<file path="config.mk">
export PLATFORM = sky130hd
export DESIGN_NAME = feed_scheduler
export DESIGN_NICKNAME = d
export VERILOG_FILES = /design/src/rtl/feed_scheduler.sv
export SDC_FILE = /design/constraint.sdc
export NUM_CORES = 1
export LEC_CHECK = 0
export ABC_AREA = 1
export BUFFER_PORTS_ARGS = -buffer_cell sky130_fd_sc_hd__buf_2
export CORE_MARGIN = 1
export CORE_UTILIZATION = 54
export DETAILED_ROUTE_END_ITERATION = 12
export HOLD_SLACK_MARGIN = 0.15
export PLACE_DENSITY_LB_ADDON = 0.12
export SLEW_MARGIN = 20
export SYNTH_ARGS = -nofsm -noshare
export SYNTH_HDL_FRONTEND = slang
export SYNTH_SLANG_ARGS = --single-unit
export TNS_END_PERCENT = 30
</file>
<file path="constraint.sdc">
create_clock -name clk -period 1.4 [get_ports clk]
set_input_delay 0.14 -clock clk [delete_from_list [all_inputs] [get_ports clk]]
set_output_delay 0.14 -clock clk [all_outputs]
set_load 0.005 [all_outputs]
</file>
<file path="src/rtl/feed_scheduler.sv">
// ============================================================================
// feed_scheduler : portion-feeding sequencer (timer wait, motor run, sensor count)
// Revision       : 1.0
// ============================================================================
`default_nettype none

module feed_scheduler #(
  parameter logic [31:0] MOTOR_MAX_CYCLES = 32'd100_000_000
) (
  input  logic       clk,
  input  logic       rst_n,
  input  logic       start,
  input  logic       abort,
  input  logic       clear,
  input  logic [2:0] portions_in,
  input  logic       timer_done,
  input  logic       sensor_on,
  output logic       timer_load,
  output logic       timer_en,
  output logic       motor_on,
  output logic [2:0] portions_left,
  output logic       busy,
  output logic       done,
  output logic       fault
);

  typedef enum logic [2:0] {
    S_IDLE  = 3'd0,
    S_LOAD  = 3'd1,
    S_COUNT = 3'd2,
    S_FEED  = 3'd3,
    S_DONE  = 3'd4,
    S_FAULT = 3'd5
  } state_t;

  state_t      state_q, state_d;
  logic [2:0]  left_q, left_d;
  logic [31:0] cnt_q, cnt_d;
  logic        sync1_q, sync2_q, dly_q;
  logic        timer_load_q, timer_en_q, motor_on_q, busy_q, done_q, fault_q;
  logic        w_rise;
  logic        w_timeout;

  assign w_rise    = sync2_q & ~dly_q;
  assign w_timeout = (cnt_q == (MOTOR_MAX_CYCLES - 32'd1));

  always_comb begin
    state_d = state_q;
    left_d  = left_q;
    cnt_d   = (state_q == S_FEED) ? (cnt_q + 32'd1) : 32'd0;
    if (state_q == S_IDLE) begin
      if (!abort && start && (portions_in != 3'd0)) begin
        left_d  = portions_in;
        state_d = S_LOAD;
      end
    end else if (abort) begin
      state_d = S_IDLE;
      left_d  = 3'd0;
    end else begin
      case (state_q)
        S_LOAD:  state_d = S_COUNT;
        S_COUNT: if (timer_done) state_d = S_FEED;
        S_FEED: begin
          // A sensor edge beats a coincident timeout
          if (w_rise) begin
            left_d  = left_q - 3'd1;
            state_d = (left_q == 3'd1) ? S_DONE : S_LOAD;
          end else if (w_timeout) begin
            state_d = S_FAULT;
          end
        end
        S_DONE:  state_d = S_IDLE;
        S_FAULT: begin
          if (clear) begin
            state_d = S_IDLE;
            left_d  = 3'd0;
          end
        end
        default: state_d = S_IDLE;
      endcase
    end
  end

  // Outputs are registered decodes of the next state so they track state_q exactly
  always_ff @(posedge clk or negedge rst_n) begin
    if (!rst_n) begin
      state_q      <= S_IDLE;
      left_q       <= 3'd0;
      cnt_q        <= 32'd0;
      sync1_q      <= 1'b0;
      sync2_q      <= 1'b0;
      dly_q        <= 1'b0;
      timer_load_q <= 1'b0;
      timer_en_q   <= 1'b0;
      motor_on_q   <= 1'b0;
      busy_q       <= 1'b0;
      done_q       <= 1'b0;
      fault_q      <= 1'b0;
    end else begin
      state_q      <= state_d;
      left_q       <= left_d;
      cnt_q        <= cnt_d;
      sync1_q      <= sensor_on;
      sync2_q      <= sync1_q;
      dly_q        <= sync2_q;
      timer_load_q <= (state_d == S_LOAD);
      timer_en_q   <= (state_d == S_COUNT);
      motor_on_q   <= (state_d == S_FEED);
      busy_q       <= (state_d == S_LOAD) || (state_d == S_COUNT) || (state_d == S_FEED);
      done_q       <= (state_d == S_DONE);
      fault_q      <= (state_d == S_FAULT);
    end
  end

  assign timer_load    = timer_load_q;
  assign timer_en      = timer_en_q;
  assign motor_on      = motor_on_q;
  assign portions_left = left_q;
  assign busy          = busy_q;
  assign done          = done_q;
  assign fault         = fault_q;

endmodule

`default_nettype wire

</file>
==> results of run 1 <==
placed cells by master (no fill, tap or decap), types with 3 or more instances in the layout:
master and count:
nor2_1 55, buf_2 18, nor2_2 18, nor2_4 9
a21oi_2 3, nand4_1 8, a21oi_1 4, inv_1 39
buf_4 49, a22oi_1 3, xor2_1 13, o21ai_1 3
xnor2_1 6, nor3_1 3, nor3_2 12, nand3_1 12
dlygate4sd3_1 3, o21ai_0 4, nand2_2 11, nand2_1 63
inv_2 4, clkbuf_8 6, dfrtp_1 45
per-layer routing:
layer	vias up	part of all wire [%]	track usage [%]
met1	1209	44	39.8
met5	-	0	0
met3	19	5.3	6.05
met4	0	2.5	8.89
met2	95	48	42.0
li1	1220	-	-
repair_timing:
| action | in CTS | in global routing |
|---|---|---|
| setup buffers | 3 | 6 |
| resized for setup | 17 | 51 |
| hold endpoints to repair | 21 | 0 |
| hold buffers | 3 | 0 |
| setup endpoints to repair | 27 | 39 |
| pin swaps | 10 | 17 |
power by group:
part	leakage (nW)	internal, mW	switching (mW)
clock	0.0474	0.403	0.471
sequential	0.635	1.47	0.0788
combinational	0.855	0.398	0.553
final timing paths:
path	end	slack (ns)	cells past startpoint
max in group asynchronous	cnt_q[2]	0.57	3
min in group asynchronous	cnt_q[29]	0.31	2
max reg2reg	cnt_q[16]	-0.11	9
min	portions_left[0]	0.15	3
min reg2reg	sync2_q	0.37	0
max	cnt_q[16]	-0.11	9
per-stage QoR:
stage                     cell area, sq um  setup slack (ns)
after global placement                3080           -0.0799
after floorplan                       2610           -0.0320
final                                 3520            -0.114
after detailed placement              3080            -0.103
after global routing                  3520            -0.221
after CTS                             3280            -0.108
cell families after synthesis:
kind of cell / after synthesis / share of synthesized area [%]
simple gates: 202 / 34.6
buf+inv: 47 / 6.88
flops: 47 / 45.2
compound gates: 21 / 5.05
xor+xnor: 20 / 6.74
fa+ha+maj: 3 / 1.44
flip-flops by register name, summed over array words and instances (netlist names):
signal	flops
timer_en	1
state_q	3
busy	1
sync2_q	1
motor_on	1
portions_left	3
fault	1
timer_load	1
dly_q	1
cnt_q	32
sync1_q	1
done	1
cell type report:
| cell class | count | area (sq um) |
|---|---|---|
| Clock buffer | 6 | 82.6 |
| Clock inverter | 2 | 16.3 |
| Fill cell | 320 | 983 |
| Inverter | 43 | 161 |
| Multi-Input combinational cell | 246 | 1480 |
| Sequential cell | 47 | 1180 |
| Tap cell | 52 | 65.1 |
| Timing Repair Buffer | 73 | 539 |
worst register-to-register path, cell delays in order, from the launching register on:
cell and delay (ns):
dfrtp_1 0.36, ha_2 0.19, nand2_2 0.07, nor2_4 0.16, nand2_4 0.09, buf_4 0.14
buf_6 0.12, nor2_4 0.10, xnor2_1 0.11, nor2_1 0.05
cells in the mapped netlist, types with 3 or more instances:
cell type / instances / share of area (%)
nand2_1: 72 / 10
nor2_4: 4 / 1.7
a22oi_1: 3 / 0.87
nand3_1: 13 / 2.5
nand3_2: 3 / 1.2
nand4_1: 8 / 1.9
inv_1: 41 / 5.9
dfrtp_1: 47 / 45
ha_1: 3 / 1.4
nand2_2: 3 / 0.72
a21oi_1: 6 / 1.2
nor2_1: 77 / 11
o21ai_0: 8 / 1.5
nor3_1: 15 / 2.9
xor2_1: 13 / 4.4
xnor2_1: 7 / 2.4
==> results.py, run 1 <==
metrics = {
    "timing": {
        "setup_repair_after_global_routing_missed_its_margin": "yes",
        "finClkSkew_ns": 0.00687,
        "tightestPinTransition_ns": 0.467,
        "slew_limit_headroom_pct": 68.9,
        "timing.hold.ws_ns": 0.155,
        "setup_ws_post_layout_ns": -0.114,
        "fmax_ghz": 0.661,
        "drv_slew": 0,
        "setup-violations-final": 20,
        "setup_total_negative_slack_ns": -0.844,
        "finalCritPeriodShare_pct": 108,
        "layout_min_cycle_time_ns": 1.51,
        "hold_violations": 0,
    },
    "worst_setup_path": {
        "timing_worst_setup_path_type": "reg -> reg",
        "critPathMaxStageDelay_ns": 0.36,
        "critical-path-top-delay-family": "simple AND/OR/NAND/NOR gates",
        "critical_path.startpoint": "cnt_q[1]",
        "crit_slowest_cell": "dfrtp_1",
        "critPathMostFrequentCell": "nor2_4",
        "combined_buffer_and_inverter_count_along_the_critical_path": 2,
        "critPathCaptureType": "flip-flop",
        "worstPathArrival_ns": 1.71,
        "critical_path.reg2reg.startpoint": "cnt_q[1]",
        "critical_path.cell_chain": "ha_2 -> nand2_2 -> nor2_4 -> nand2_4 -> buf_4 -> buf_6 -> nor2_4 -> xnor2_1 -> nor2_1",
        "worstPathRequired_ns": 1.60,
        "critPathLaunchType": "flip-flop",
        "cp_max_fo": 4,
    },
    "floorplan": {
        "core_area_sq_mm": 0.00450,
        "start_util_pct": 57.7,
        "io_pins": 19,
        "fp.dieH_um": 71.4,
        "rows": 24,
        "die_w_um": 71.4,
        "floorplan.die_area_sq_mm": 0.00510,
    },
    "cells_and_area": {
        "design.final.nets": 429,
        "syn2layout_area_growth_pct": 35.4,
        "fin_cells": 469,
        "antenna-diode-count": 0,
        "final_core_utilization_pct": 78.2,
        "drive_above_1_share_pct": 36.2,
    },
    "hold_path": {
        "min-delay-path-class": "in -> reg",
        "min-delay-start": "portions_in[0]",
    },
    "clock_network": {
        "tritoncts_num_sinks": 47,
        "tritoncts_clock_tree": "done",
        "clock_path_buffers": 2,
        "worst_skew_late_latency_ns": 0.30,
        "clkTransAtPathRegs_ns": 0.09,
        "numCtsBuffers": 5,
        "cts_max_level": 2,
        "root_buffer": "clkbuf_8",
    },
    "power": {
        "power-per-cell-area_mw_per_mm2": 959,
        "p_leak_nw": 1.54,
        "vdd_ir_drop_max_mv": 0.687,
        "report.power.total_mw": 3.38,
    },
    "detailed_routing": {
        "routed_vias": 2543,
        "drt_wl_total_um": 6790,
        "ant_nets": 0,
        "drtIter0Drc": 201,
        "route.detailed.vias_per_inst": 5.42,
        "avgRoutedWirePerCell_um": 14.5,
        "drt_drc_violations_left": 2,
        "drt_pass1_iterations": 9,
    },
    "synthesis": {
        "syn-num-nets": 353,
        "postSynthAreaPerCell_sq_um": 7.65,
        "yosysWarnings": 0,
        "postSynthRegisterBits": 47,
        "synth.yosys.seq_area_share_pct": 45.2,
        "netlist_area_sq_mm": 0.00260,
        "yosys_most_used_dff": "dfrtp_1",
        "synth_enable_flop_cells": 0,
        "async_flop_share_pct": 100,
        "gate_count_post_synth": 340,
        "synth_cell_types": 29,
    },
    "global_routing": {
        "pin_count_of_the_biggest_net_entering_global_routing": 30,
        "globalRoute.totalOverflow": 0,
        "antenna_found_initial": 0,
        "global_route_wire_length_before_repair_um": 10800,
        "number_of_global_route_vias_before_repair": 2354,
        "groute.usage.overall_pct": 27.7,
    },
    "placed_design": {
        "io_buffer_count": 18,
        "place_hpwl_um": 4710,
        "globalplace.congestion": 0.961,
        "placed_cells_incl_taps": 449,
    },
    "outcome": {
        "run_status": "finished with violations",
        "failing_checks": "DRC, setup timing",
    },
    "flow_run": {
        "drv_cap": 0,
    },
}
Power figures use the tool's default switching activity.
==> run 2: changes to the inputs <==
MAX_ROUTING_LAYER = met4   (was not set)
==> results.py, run 2 (same netlist as run 1, synthesis figures left out) <==
metrics = {
    "clock_network": {
        "tritoncts_num_sinks": 47,
        "clock_path_buffers": 2,
        "root_buffer": "clkbuf_8",
        "tritoncts_clock_tree": "done",
        "cts_max_level": 2,
        "clkTransAtPathRegs_ns": 0.09,
        "worst_skew_late_latency_ns": 0.31,
        "numCtsBuffers": 5,
    },
    "power": {
        "p_sw_mw": 1.11,
        "share_of_power_burned_in_the_clock_network_pct": 31.4,
        "vdd_ir_drop_max_mv": 0.811,
        "swShare_pct": 29.8,
        "internal-power_mw": 2.61,
        "p_leak_nw": 1.55,
        "p_comb_share_pct": 26.8,
        "power-per-cell-area_mw_per_mm2": 1060,
        "report.power.total_mw": 3.72,
        "p_seq_share_pct": 41.8,
    },
    "worst_setup_path": {
        "critical_path.startpoint": "cnt_q[25]",
        "critPathCaptureType": "flip-flop",
        "critPathMostFrequentCell": "nand2_1",
        "ff2ff_path_depth": 11,
        "cp_max_fo": 6,
        "critPathLaunchType": "flip-flop",
        "timing_worst_setup_path_type": "reg -> reg",
        "worstPathArrival_ns": 1.72,
        "critPathCapture": "timer_load",
        "worst_r2r_endpoint": "timer_load",
        "critical_path.cell_chain": "inv_1 -> nand2_1 -> nor2_1 -> nand2_1 -> nor2_2 -> nand2_1 -> nand2_1 -> nand2_1 -> nand2_2 -> nand2_2 -> nor2_1",
        "worstPathRequired_ns": 1.64,
        "r2r_setup_slack_ns": -0.08,
        "critPathMaxStageDelay_ns": 0.38,
        "crit_slowest_cell": "dfrtp_1",
        "critical_path.reg2reg.startpoint": "cnt_q[25]",
    },
    "global_routing": {
        "antenna_found_initial": 0,
        "globalRoute.totalOverflow": 0,
        "pin_count_of_the_biggest_net_entering_global_routing": 48,
        "global_route_wire_length_before_repair_um": 10300,
        "groute.usage.overall_pct": 27.2,
        "number_of_global_route_vias_before_repair": 2223,
    },
    "cells_and_area": {
        "largest_reg_flops": 32,
        "design.final.nets": 427,
        "antenna-diode-count": 0,
        "final_cell_mix": "62 x nand2_1, 56 x nor2_1, 48 x buf_4",
        "final_core_utilization_pct": 78.1,
        "largest-register": "cnt_q",
        "fin_cells": 467,
        "syn2layout_area_growth_pct": 35.4,
        "drive_above_1_share_pct": 35.2,
        "fillCellCount": 323,
        "layout_commonest_cell": "nand2_1",
    },
    "detailed_routing": {
        "met3_wirelength_um": 372,
        "ant_nets": 0,
        "maxUsedRoutingLayer": "met4",
        "drt_pass1_iterations": 8,
        "drtIter0Drc": 170,
        "drt_wl_total_um": 6490,
        "route.detailed.vias_per_inst": 5.14,
        "drt_drc_violations_left": 2,
        "wl_met2_um": 3050,
        "avgRoutedWirePerCell_um": 13.9,
        "route.layer.met1.wl_um": 2970,
        "routed_vias": 2399,
    },
    "floorplan": {
        "io_pins": 19,
        "rows": 24,
        "die_w_um": 71.4,
        "core_area_sq_mm": 0.00450,
        "floorplan.die_area_sq_mm": 0.00510,
        "start_util_pct": 57.7,
        "fp.dieH_um": 71.4,
    },
    "timing": {
        "layout_min_cycle_time_ns": 1.48,
        "slew_limit_headroom_pct": 83.4,
        "timing.hold.ws_ns": 0.150,
        "fmax_ghz": 0.677,
        "setup_total_negative_slack_ns": -0.568,
        "setup-violations-final": 14,
        "tightestPinTransition_ns": 0.249,
        "setup_repair_after_global_routing_missed_its_margin": "yes",
        "drv_slew": 0,
        "finClkSkew_ns": 0.0149,
        "setup_ws_post_layout_ns": -0.0778,
        "finalCritPeriodShare_pct": 106,
        "hold_violations": 0,
    },
    "placed_design": {
        "placed_cells_incl_taps": 448,
        "place_hpwl_um": 4470,
        "globalplace.congestion": 0.998,
        "io_buffer_count": 18,
    },
    "outcome": {
        "failing_checks": "DRC, setup timing",
        "run_status": "finished with violations",
    },
    "hold_path": {
        "min-delay-path-class": "in -> reg",
    },
    "flow_run": {
        "drv_cap": 0,
    },
}
run 2: cell types whose count changed in the layout (fill, tap and decap cells not counted), sizes merged:
| cell | previous run | this run |
|---|---|---|
| bufinv | 0 | 2 |
| buf | 70 | 68 |
| clkinv | 1 | 0 |
| clkinvlp | 1 | 0 |
run 2: critical path, delay by kind of cell (launching register included):
kind,cells,cell delay [ns]
simple gates,10,0.89
buf+inv,1,0.14
flops,1,0.38
run 2: final cells by class:
class	instances	area, sq um	share of cell area [%]
multi-input cells	246	1470	41.8
flip-flops and latches	47	1180	33.5
repair buffers	71	512	14.5
inverters	43	161	4.59
clock buffers	6	72.6	2.06
well taps	52	65.1	1.85
clock inverters	2	60.1	1.71
run 2: routing by layer:
| metal | up-vias | global-route usage, % |
|---|---|---|
| met3 | 9 | 4.22 |
| li1 | 1206 | - |
| met2 | 59 | 40.0 |
| met5 | - | - |
| met1 | 1125 | 38.8 |
| met4 | 0 | 8.67 |
run 2: power groups by stage:
| stage | Combinational, mW | Clock [mW] | Sequential [mW] |
|---|---|---|---|
| final | 0.997 | 1.17 | 1.55 |
| after global routing | 1.12 | 1.22 | 1.57 |
| after CTS | 0.835 | 1.17 | 1.54 |
| after detailed placement | 0.823 | 0 | 1.57 |
| after global placement | 0.804 | 0 | 1.57 |
| after floorplan | 0.478 | 0 | 1.58 |
run 2: worst min-delay path by stage:
stage / depth (start not counted) / slack (ns) / endpoint / from
global placement: 2 / 0.14 / cnt_q[23] / rst_n
detailed placement: 2 / 0.14 / cnt_q[23] / rst_n
finish: 3 / 0.15 / portions_left[0] / portions_in[0]
global route: 3 / 0.17 / portions_left[1] / portions_in[1]
CTS: 3 / 0.17 / portions_left[2] / portions_in[2]
floorplan: 0 / -0.16 / busy / rst_n
run 2: repair_timing:
item / CTS / global route
setup buffers: 3 / 5
hold endpoints to repair: 51 / 0
resized for setup: 15 / 55
endpoints found under the setup margin: 29 / 38
pin swaps: 7 / 24
hold buffers: 3 / 0
run 2: per-stage QoR:
stage          setup slack, ns  cell area (sq um)
2_1_floorplan          -0.0320               2610
3_3_place_gp           -0.0867               3070
3_5_place_dp           -0.0631               3070
4_1_cts                -0.0573               3310
5_1_grt                 -0.224               3520
6_report               -0.0778               3520
==> run 3: changes to the inputs <==
RECOVER_POWER = 100   (was not set)
==> results.py, run 3 (same netlist as run 1, synthesis figures left out) <==
metrics = {
    "outcome": {
        "run_status": "finished with violations",
        "failing_checks": "DRC, setup timing",
    },
    "timing": {
        "tightestPinTransition_ns": 0.626,
        "finClkSkew_ns": 0.0148,
        "slew_limit_headroom_pct": 58.2,
        "layout_min_cycle_time_ns": 1.48,
        "fmax_ghz": 0.674,
        "hold_violations": 0,
        "setup-violations-final": 14,
        "finalCritPeriodShare_pct": 106,
        "setup_repair_after_global_routing_missed_its_margin": "yes",
        "setup_ws_post_layout_ns": -0.0848,
        "timing.hold.ws_ns": 0.151,
        "drv_slew": 0,
    },
    "worst_setup_path": {
        "cp_max_fo": 6,
        "combined_buffer_and_inverter_count_along_the_critical_path": 1,
        "r2r_setup_slack_ns": -0.08,
        "critPathMostFrequentCell": "nand2_1",
        "critPathLaunchType": "flip-flop",
        "critical-path-top-delay-family": "simple AND/OR/NAND/NOR gates",
        "ff2ff_path_depth": 11,
        "critical_path.startpoint": "cnt_q[25]",
        "worstPathArrival_ns": 1.72,
        "critical_path.reg2reg.startpoint": "cnt_q[25]",
        "critical_path.cell_chain": "inv_1 -> nand2_1 -> nor2_1 -> nand2_1 -> nor2_2 -> nand2_1 -> nand2_1 -> nand2_1 -> nand2_2 -> nand2_2 -> nor2_1",
        "critical_path_cell_count": 11,
        "worstPathRequired_ns": 1.64,
        "critPathCapture": "timer_load",
        "timing_worst_setup_path_type": "reg -> reg",
        "crit_slowest_cell": "dfrtp_1",
        "critPathMaxStageDelay_ns": 0.38,
        "critPathCaptureType": "flip-flop",
        "worst_r2r_endpoint": "timer_load",
    },
    "cells_and_area": {
        "layout_commonest_cell": "nand2_1",
        "sequential_cell_area_sq_mm": 0.00118,
        "antenna-diode-count": 0,
        "fillCellCount": 327,
        "final_cell_mix": "62 x nand2_1, 56 x nor2_1, 48 x buf_4",
        "drive_above_1_share_pct": 34.0,
        "largest-register": "cnt_q",
        "largest_reg_flops": 32,
        "syn2layout_area_growth_pct": 34.6,
        "design.final.nets": 427,
        "postLayoutCellArea_sq_mm": 0.00350,
        "footprint_of_the_multi_input_gates_sq_mm": 0.00147,
    },
    "floorplan": {
        "floorplan.die_area_sq_mm": 0.00510,
        "start_util_pct": 57.7,
        "fp.dieH_um": 71.4,
        "rows": 24,
        "core_area_sq_mm": 0.00450,
        "io_pins": 19,
        "die_w_um": 71.4,
    },
    "detailed_routing": {
        "ant_nets": 0,
        "maxUsedRoutingLayer": "met4",
        "wl_met2_um": 3050,
        "avgRoutedWirePerCell_um": 13.9,
        "route.detailed.vias_per_inst": 5.14,
        "drtIter0Drc": 170,
        "met3_wirelength_um": 419,
        "routed_vias": 2402,
        "route.layer.met1.wl_um": 2900,
        "drt_wl_total_um": 6470,
        "drt_drc_violations_left": 2,
        "drt_pass1_iterations": 8,
    },
    "global_routing": {
        "global_route_wire_length_before_repair_um": 10300,
        "groute.usage.overall_pct": 27.2,
        "pin_count_of_the_biggest_net_entering_global_routing": 48,
        "globalRoute.totalOverflow": 0,
        "number_of_global_route_vias_before_repair": 2223,
        "antenna_found_initial": 0,
    },
    "clock_network": {
        "worst_skew_late_latency_ns": 0.31,
        "clkTransAtPathRegs_ns": 0.09,
        "tritoncts_clock_tree": "done",
        "cts_max_level": 2,
        "clock_path_buffers": 2,
        "numCtsBuffers": 5,
        "tritoncts_num_sinks": 47,
        "root_buffer": "clkbuf_8",
    },
    "hold_path": {
        "min-delay-path-class": "in -> reg",
    },
    "placed_design": {
        "detailed_place.area_sq_mm": 0.00307,
        "io_buffer_count": 18,
        "place_hpwl_um": 4470,
        "pre_cts_slack_ns": -0.0631,
        "globalplace.congestion": 0.998,
    },
    "power": {
        "power-per-cell-area_mw_per_mm2": 1060,
        "p_comb_share_pct": 26.6,
        "swShare_pct": 29.9,
        "vdd_ir_drop_max_mv": 0.812,
        "p_seq_share_pct": 41.9,
        "p_leak_nw": 1.52,
        "report.power.total_mw": 3.70,
        "p_sw_mw": 1.11,
        "internal-power_mw": 2.60,
        "share_of_power_burned_in_the_clock_network_pct": 31.5,
    },
    "flow_run": {
        "drv_cap": 0,
    },
}
run 3: cell types whose count changed in the layout (fill, tap and decap cells not counted), sizes merged:
cell,previous run,this run
buf,68,62
clkbuf,6,12
run 3: timing repair:
item,CTS,global route
pin swaps,7,24
endpoints found under the setup margin,29,38
hold buffers,3,0
buffers inserted,3,5
resized for setup,15,55
endpoints found under the hold margin,51,0
run 3: how the worst min path moves through the flow:
stage / startpoint / to / cells after the start
floorplan: rst_n / busy / 0
global placement: rst_n / cnt_q[23] / 2
detailed placement: rst_n / cnt_q[23] / 2
CTS: portions_in[2] / portions_left[2] / 3
global route: portions_in[1] / portions_left[1] / 3
finish: portions_in[0] / portions_left[0] / 3
run 3: layout make-up:
| cell class | instances | share of cell area, % |
|---|---|---|
| clock inverters | 2 | 1.72 |
| inverters | 43 | 4.61 |
| multi-input cells | 246 | 42.0 |
| clock buffers | 6 | 2.07 |
| repair buffers | 71 | 14.1 |
| flip-flops and latches | 47 | 33.6 |
| well taps | 52 | 1.86 |
run 3: power by group through the flow:
stage / Sequential, mW / Combinational [mW] / Clock (mW)
after floorplan: 1.58 / 0.478 / 0
after global placement: 1.57 / 0.804 / 0
after detailed placement: 1.57 / 0.823 / 0
after CTS: 1.54 / 0.835 / 1.17
after global routing: 1.57 / 1.10 / 1.22
final: 1.55 / 0.984 / 1.17
run 3: through the flow:
step	TNS, ns	utilization [%]	instances
global route	-3.57	77.7	467
global placement	-0.379	68.2	448
finish	-0.578	77.7	467
detailed placement	-0.717	68.2	448
CTS	-0.506	73.4	462
floorplan	-0.175	-	340
run 3: worst min-delay path, delay by kind of cell:
| family | cells | cell delay, ns |
|---|---|---|
| AOI/OAI and AO/OA | 2 | 0.18 |
| buffers and inverters | 1 | 0.09 |
run 3: layer usage:
layer | track usage (%) | up-vias
met3 | 4.22 | 9
met2 | 40.0 | 66
met1 | 38.8 | 1122
li1 | - | 1205
met4 | 8.67 | 0
met5 | - | -
